===== config.mk =====
export PLATFORM = sky130hd
export DESIGN_NAME = sensor_packetizer
export DESIGN_NICKNAME = d
export VERILOG_FILES = /design/src/rtl/sensor_pkt_pkg.sv /design/src/rtl/period_timer.sv /design/src/rtl/sensor_packetizer.sv
export SDC_FILE = /design/constraint.sdc
export NUM_CORES = 1
export LEC_CHECK = 0
export BUFFER_PORTS_ARGS = -buffer_cell sky130_fd_sc_hd__buf_2
export CAP_MARGIN = 10
export CORE_MARGIN = 1
export CORE_UTILIZATION = 35
export CTS_CLUSTER_DIAMETER = 120
export DETAILED_ROUTE_END_ITERATION = 7
export PLACE_DENSITY = 0.64
export SYNTH_ARGS = -nofsm -noshare
export SYNTH_HDL_FRONTEND = slang
export SYNTH_SLANG_ARGS = --single-unit

===== constraint.sdc =====
create_clock -name clk -period 8.33 [get_ports clk]
set_input_delay 0.4165 -clock clk [delete_from_list [all_inputs] [get_ports clk]]
set_output_delay 0.4165 -clock clk [all_outputs]
set_load 0.02 [all_outputs]

===== src/rtl/sensor_pkt_pkg.sv =====
// Shared definitions for the sensor packetizer.
// State encoding, default sync byte and frame length helper.
package sensor_pkt_pkg;

  typedef logic [2:0] state_t;

  localparam state_t ST_IDLE = 3'd0;
  localparam state_t ST_SYNC = 3'd1;
  localparam state_t ST_SEQ  = 3'd2;
  localparam state_t ST_DATA = 3'd3;
  localparam state_t ST_CHK  = 3'd4;

  localparam logic [7:0] DEF_SYNC_BYTE = 8'hA5;

  function automatic int frame_len(
    input int num_ch,
    input int ch_w
  );
    return 3 + num_ch * (ch_w / 8);
  endfunction

endpackage


===== src/rtl/period_timer.sv =====
// Free-running frame trigger; emits a 1-cycle tick
// every PERIOD clocks while enabled.
module period_timer #(
  parameter int PERIOD = 500000
) (
  input  logic clk,
  input  logic rst_n,
  input  logic enable,
  output logic tick
);

  localparam int CW = $clog2(PERIOD);
  localparam logic [CW-1:0] LAST = CW'(PERIOD - 1);

  logic [CW-1:0] cnt;

  assign tick = enable && (cnt == LAST);

  always_ff @(posedge clk or negedge rst_n) begin
    if (!rst_n) begin
      cnt <= '0;
    end else if (!enable || tick) begin
      cnt <= '0;
    end else begin
      cnt <= cnt + 1'b1;
    end
  end

endmodule


===== src/rtl/sensor_packetizer.sv =====
// Snapshots NUM_CH sensor channels and streams them as a framed
// byte sequence: sync, sequence, channel data, checksum.
module sensor_packetizer
  import sensor_pkt_pkg::*;
#(
  parameter int         NUM_CH    = 4,
  parameter int         CH_W      = 8,
  parameter int         PERIOD    = 500000,
  parameter logic [7:0] SYNC_BYTE = DEF_SYNC_BYTE
) (
  input  logic                   clk,
  input  logic                   rst_n,
  input  logic [NUM_CH*CH_W-1:0] ch_data,
  input  logic                   enable,
  output logic [7:0]             out_byte,
  output logic                   out_valid,
  input  logic                   out_ready,
  output logic                   busy,
  output logic [7:0]             overrun_cnt
);

  localparam int BPC = CH_W / 8;
  localparam int NB  = NUM_CH * BPC;
  localparam int IW  = (NB > 1) ? $clog2(NB) : 1;
  localparam logic [IW-1:0] IDX_LAST = IW'(NB - 1);

  state_t                   state;
  logic [NUM_CH*CH_W-1:0]   snap;
  logic [IW-1:0]            idx;
  logic [7:0]               seq;
  logic [7:0]               csum;
  logic                     tick;
  logic                     acc;
  logic [7:0]               data_bytes [NB];

  period_timer #(
    .PERIOD (PERIOD)
  ) u_timer (
    .clk    (clk),
    .rst_n  (rst_n),
    .enable (enable),
    .tick   (tick)
  );

  // Stream order: channel 0 first, most significant byte first
  always_comb begin
    for (int c = 0; c < NUM_CH; c++) begin
      for (int b = 0; b < BPC; b++) begin
        data_bytes[c*BPC+b] = snap[c*CH_W + (BPC-1-b)*8 +: 8];
      end
    end
  end

  assign out_valid = (state != ST_IDLE);
  assign busy      = out_valid;
  assign acc       = out_valid && out_ready;

  always_comb begin
    out_byte = 8'h00;
    unique case (1'b1)
      state == ST_SYNC: out_byte = SYNC_BYTE;
      state == ST_SEQ:  out_byte = seq;
      state == ST_DATA: out_byte = data_bytes[idx];
      state == ST_CHK:  out_byte = csum;
      default: ;
    endcase
  end

  always_ff @(posedge clk or negedge rst_n) begin
    if (!rst_n) begin
      state       <= ST_IDLE;
      snap        <= '0;
      idx         <= '0;
      seq         <= 8'h00;
      csum        <= 8'h00;
      overrun_cnt <= 8'h00;
    end else begin
      if (tick) begin
        if (state == ST_IDLE) begin
          snap  <= ch_data;
          state <= ST_SYNC;
          idx   <= '0;
          csum  <= 8'h00;
        end else if (overrun_cnt != 8'hFF) begin
          overrun_cnt <= overrun_cnt + 8'd1;
        end
      end
      // acc implies a non-IDLE state, so it never races the tick start
      if (acc) begin
        unique case (1'b1)
          state == ST_SYNC: state <= ST_SEQ;
          state == ST_SEQ: begin
            csum  <= csum + out_byte;
            state <= ST_DATA;
          end
          state == ST_DATA: begin
            csum <= csum + out_byte;
            if (idx == IDX_LAST) begin
              state <= ST_CHK;
            end else begin
              idx <= idx + 1'b1;
            end
          end
          state == ST_CHK: begin
            seq   <= seq + 8'd1;
            state <= ST_IDLE;
          end
          default: ;
        endcase
      end
    end
  end

endmodule


==> out/metrics.sh <==
OUTCOME='finished, violations left'
FAILING_CHECKS='design-rule violations'
GRT_ANTENNA_BEFORE_REPAIR=0
TIMING.CRITICAL_PATH.FROM_TYPE='register'
WORSTSETUPENDPOINTTYPE='register'
DP_HPWL_UM=6040
SYNTH_WARNINGS=0
ROUTED-VIA-COUNT=2931
MOST_FREQUENT_CELL_AFTER_SYNTHESIS='sky130_fd_sc_hd__dfrtp_1'
GRT_PASS1_WL_UM=14500
FIN_CRIT_SH=0.368
WORSTREG2REGEND='csum[6]$_DFF_PN0_'
FINAL-MAX-SLEW-VIOLATION-COUNT=0
WORST-SETUP-PATH-TYPE='reg2reg'
POSTSYNTHREGISTERBITS=80
SETUP_TNS_PS=0
EFFECTIVE_UTILIZATION_AT_FLOORPLAN=0.365
REPORT.FINAL.SETUP_VIOL=0
TIGHTEST_SLEW_PS=1140
PLACED_CELL_AREA_SQ_UM=4570
PATH_MAX_FANOUT=12
PRE_CTS_SLACK_PS=5260
TIMING.CRITICAL_PATH.SLOWEST_STAGE_CELL='sky130_fd_sc_hd__dfrtp_1'
SEQUENTIAL_ELEMENT_SHARE_OF_THE_SYNTHESIZED_AREA=0.475
CLOCK_SINK_COUNT=80
DOMINANT_CELL_TYPE_BY_AREA_AFTER_SYNTHESIS='sky130_fd_sc_hd__dfrtp_1'
GRT_SETUP_UNREPAIRED='no'
VIAS_IN_THE_FIRST_GLOBAL_ROUTE=2833
CRIT_PATH_START='idx[0]$_DFF_PN0_'
FINALWIRELENGTH_UM=8540
FP.DIEW_UM=112
SYNTH_ENABLE_FLOP_CELLS=0
FLOORPLAN.DIE_AREA_SQ_UM=12500
ROUTABILITYCONGESTION=0.843
CTS_MADE_BUFFERS=9
DESIGN.PORTCOUNT=54
NUM_ROWS=39
BUFFER_PORTS.INSERTED=53
WORSTREG2REGSTART='idx[0]$_DFF_PN0_'
SYNTH_AREA_SQ_UM=4220
DOMINANTREGCELLSYNTH='sky130_fd_sc_hd__dfrtp_1'
FIRST_PASS_DRT_ITERATIONS=8
SYNTH.AREA.TOP_CELLS='sky130_fd_sc_hd__dfrtp_1 (47%), sky130_fd_sc_hd__mux2_4 (11%), sky130_fd_sc_hd__mux4_2 (3.7%), sky130_fd_sc_hd__ha_1 (3.3%), sky130_fd_sc_hd__xor2_1 (3.1%)'
CRITICAL_PATH.ENDPOINT='csum[6]$_DFF_PN0_'
PEAKVDDDROP_mV=0.103
POST-CTS-SETUP-BUFFER-COUNT=0
POST_LAYOUT_NET_COUNT=472
PD_CELLS_nW_PER_UM2=211
FINALCRITICALPERIOD_PS=3060
CTS_ROOT_BUF='sky130_fd_sc_hd__clkbuf_16'
CRIT_CHAIN='mux4_2, nor2_1, o31ai_1, ha_1, inv_1, fa_1, nor2b_1, o21ai_0, a21boi_0, o21a_1, o21a_1, o31ai_1'
HOLDBUFCOUNTCTS=0
SYNTH_LARGEST_TYPE_AREA_FRACTION=0.475
SLEW_HEADROOM=0.232
CAP_VIOLATIONS=0
CLK_PATH_BUF_DEPTH=2
INSERTION_DELAY_PS=340
CLOCK_TREE.HTREE_LEVEL_COUNT=3
CTS_REPAIR_RESIZE_COUNT=0
FINAL_LAYOUT_SIZE_SUFFIX_GT1_FRAC=0.275
YOSYS-TOP-CELLS-COUNT='sky130_fd_sc_hd__dfrtp_1 (80), sky130_fd_sc_hd__mux2_4 (30), sky130_fd_sc_hd__nor2_1 (30)'
FINAL_UTIL=0.422
CORE_OUTLINE_AREA_SQ_UM=11600
GRT_START_MAX_NET_PINS=81
POSTSYNTHAREAPERCELL_SQ_UM=11.2
SETUP_WS_PS=5270
SYNTH.LIB_CELLS_USED.DISTINCT=46
ROUTE.DETAILED.VIAS_PER_INST=5.12
FINALHOLDVIOLCOUNT=0
YS_ASYNC_SR_FRACTION=1.00
CRIT_ARRIVAL_PS=3310
DRT_ITER0_MARKERS=144
DIEHEIGHT_UM=112
ACHIEVABLE-FREQUENCY_MHz=327
CRITICAL_PATH_REQUIRED_PS=8580
GR-USAGE-ALL-LAYERS=0.148
R2R_SETUP_SLACK_PS=5270
HOLD_PATH_CLASS='in2async'
FINAL_DESIGN_AREA_NO_FILL_SQ_UM=4880
SYNTHTOLAYOUTAREAGROWTH_PCT=15.7
SYN_INST=376
SYNTHESIZED_NET_COUNT=424
WORST_SETUP_HOLD_PATH_CLK_SLEW_PS=60
FINAL.SETUP_SKEW_PS=7.25
ANT_NETS=0
WORST_R2R_PATH_DEPTH=12
TRITONCTS='yes'
POWER.STATIC_LEAKAGE_nW=2.33
NUMBER_OF_DIODES=0
ROUTE.DETAILED.DRC=1
GRT.OVERFLOW.TOTAL=0
WL_PER_CELL_UM=14.9
SLOWEST_DELAY_PS=680
-- placed cells by master, fill, tap and decap left out, types with 3 or more instances in the layout --
cell type	synthesis	layout
sky130_fd_sc_hd__mux2_2	6	6
sky130_fd_sc_hd__xnor2_1	14	14
sky130_fd_sc_hd__dfrtp_1	80	80
sky130_fd_sc_hd__nor2b_1	4	4
sky130_fd_sc_hd__or3_1	7	7
sky130_fd_sc_hd__mux4_2	7	7
sky130_fd_sc_hd__o21ai_0	22	22
sky130_fd_sc_hd__buf_2	4	52
sky130_fd_sc_hd__nand2b_1	3	3
sky130_fd_sc_hd__nand2_1	29	29
sky130_fd_sc_hd__inv_1	14	14
sky130_fd_sc_hd__nor3_1	8	8
sky130_fd_sc_hd__nor2_1	30	30
sky130_fd_sc_hd__mux2_4	30	30
sky130_fd_sc_hd__o31ai_1	5	5
sky130_fd_sc_hd__o21a_1	3	3
sky130_fd_sc_hd__nand3_1	20	20
sky130_fd_sc_hd__a21oi_1	14	14
sky130_fd_sc_hd__nand4_1	8	8
sky130_fd_sc_hd__xor2_1	15	15
sky130_fd_sc_hd__a22oi_1	5	5
sky130_fd_sc_hd__clkbuf_16	0	9
sky130_fd_sc_hd__ha_1	11	11
-- area by class of cell --
cell class / instances / area [sq um]
fillers: 1067 / 6690
multi-input cells: 265 / 2060
flip-flops and latches: 80 / 2000
repair buffers: 54 / 275
clock buffers: 9 / 225
well taps: 143 / 179
clock inverters: 7 / 80.1
inverters: 14 / 52.6
-- cells by family (layout without fill, tap and decap cells) --
group	count (synthesis)	count (layout)	share of synthesized area
compound gates	58	58	0.0816
xor+xnor	29	29	0.0602
fa+ha+maj	12	12	0.0374
buf+inv	31	84	0.0359
flops	80	80	0.475
mux	44	44	0.163
simple gates	122	122	0.148
-- per-layer routing --
layer	global-route usage	share of wire	up-vias
li1	-	-	1427
met1	0.208	0.47	1412
met2	0.223	0.47	79
met3	0.0289	0.042	13
met4	0.0649	0.019	0
met5	0	0	-
-- sequential cells by signal, summed over array words and instances (netlist names) --
name,count
overrun_cnt,8
seq,8
snap,32
idx,2
u_timer.cnt,19
state,3
csum,8
-- through the flow --
step / cells / hold slack (ps) / power (mW)
floorplan: 376 / 121 / 0.585
global placement: 556 / 475 / 0.628
detailed placement: 556 / 481 / 0.636
CTS: 572 / 297 / 1.04
global route: 572 / 296 / 1.09
finish: 572 / 249 / 1.03
-- where the power goes --
group          leakage, nW  internal (mW)  total [mW]  switching [mW]
Sequential            1.08          0.417       0.482          0.0651
Clock                0.143          0.235       0.401           0.166
Combinational         1.11         0.0703       0.143          0.0729
-- worst min-delay path by stage --
| stage | startpoint | end | slack, ps | cells past startpoint |
|---|---|---|---|---|
| final | rst_n | u_timer.cnt[3]$_DFF_PN0_ | 250 | 1 |
| after global routing | ch_data[21] | snap[21]$_DFFE_PN0P_ | 300 | 2 |
| after CTS | rst_n | u_timer.cnt[18]$_DFF_PN0_ | 300 | 1 |
| after detailed placement | u_timer.cnt[0]$_DFF_PN0_ | u_timer.cnt[0]$_DFF_PN0_ | 480 | 1 |
| after global placement | u_timer.cnt[0]$_DFF_PN0_ | u_timer.cnt[0]$_DFF_PN0_ | 480 | 1 |
| after floorplan | rst_n | csum[0]$_DFF_PN0_ | 120 | 0 |
-- critical path, delay by kind of cell (launching register included) --
kind | cells | cell delay (ps)
and+or+nand+nor | 2 | 160
adders and majority gates | 2 | 430
AOI/OAI and AO/OA | 6 | 1030
buffers and inverters | 1 | 80
muxes | 1 | 580
DFF | 1 | 680
Note: power is estimated with default switching activity, not from simulation.
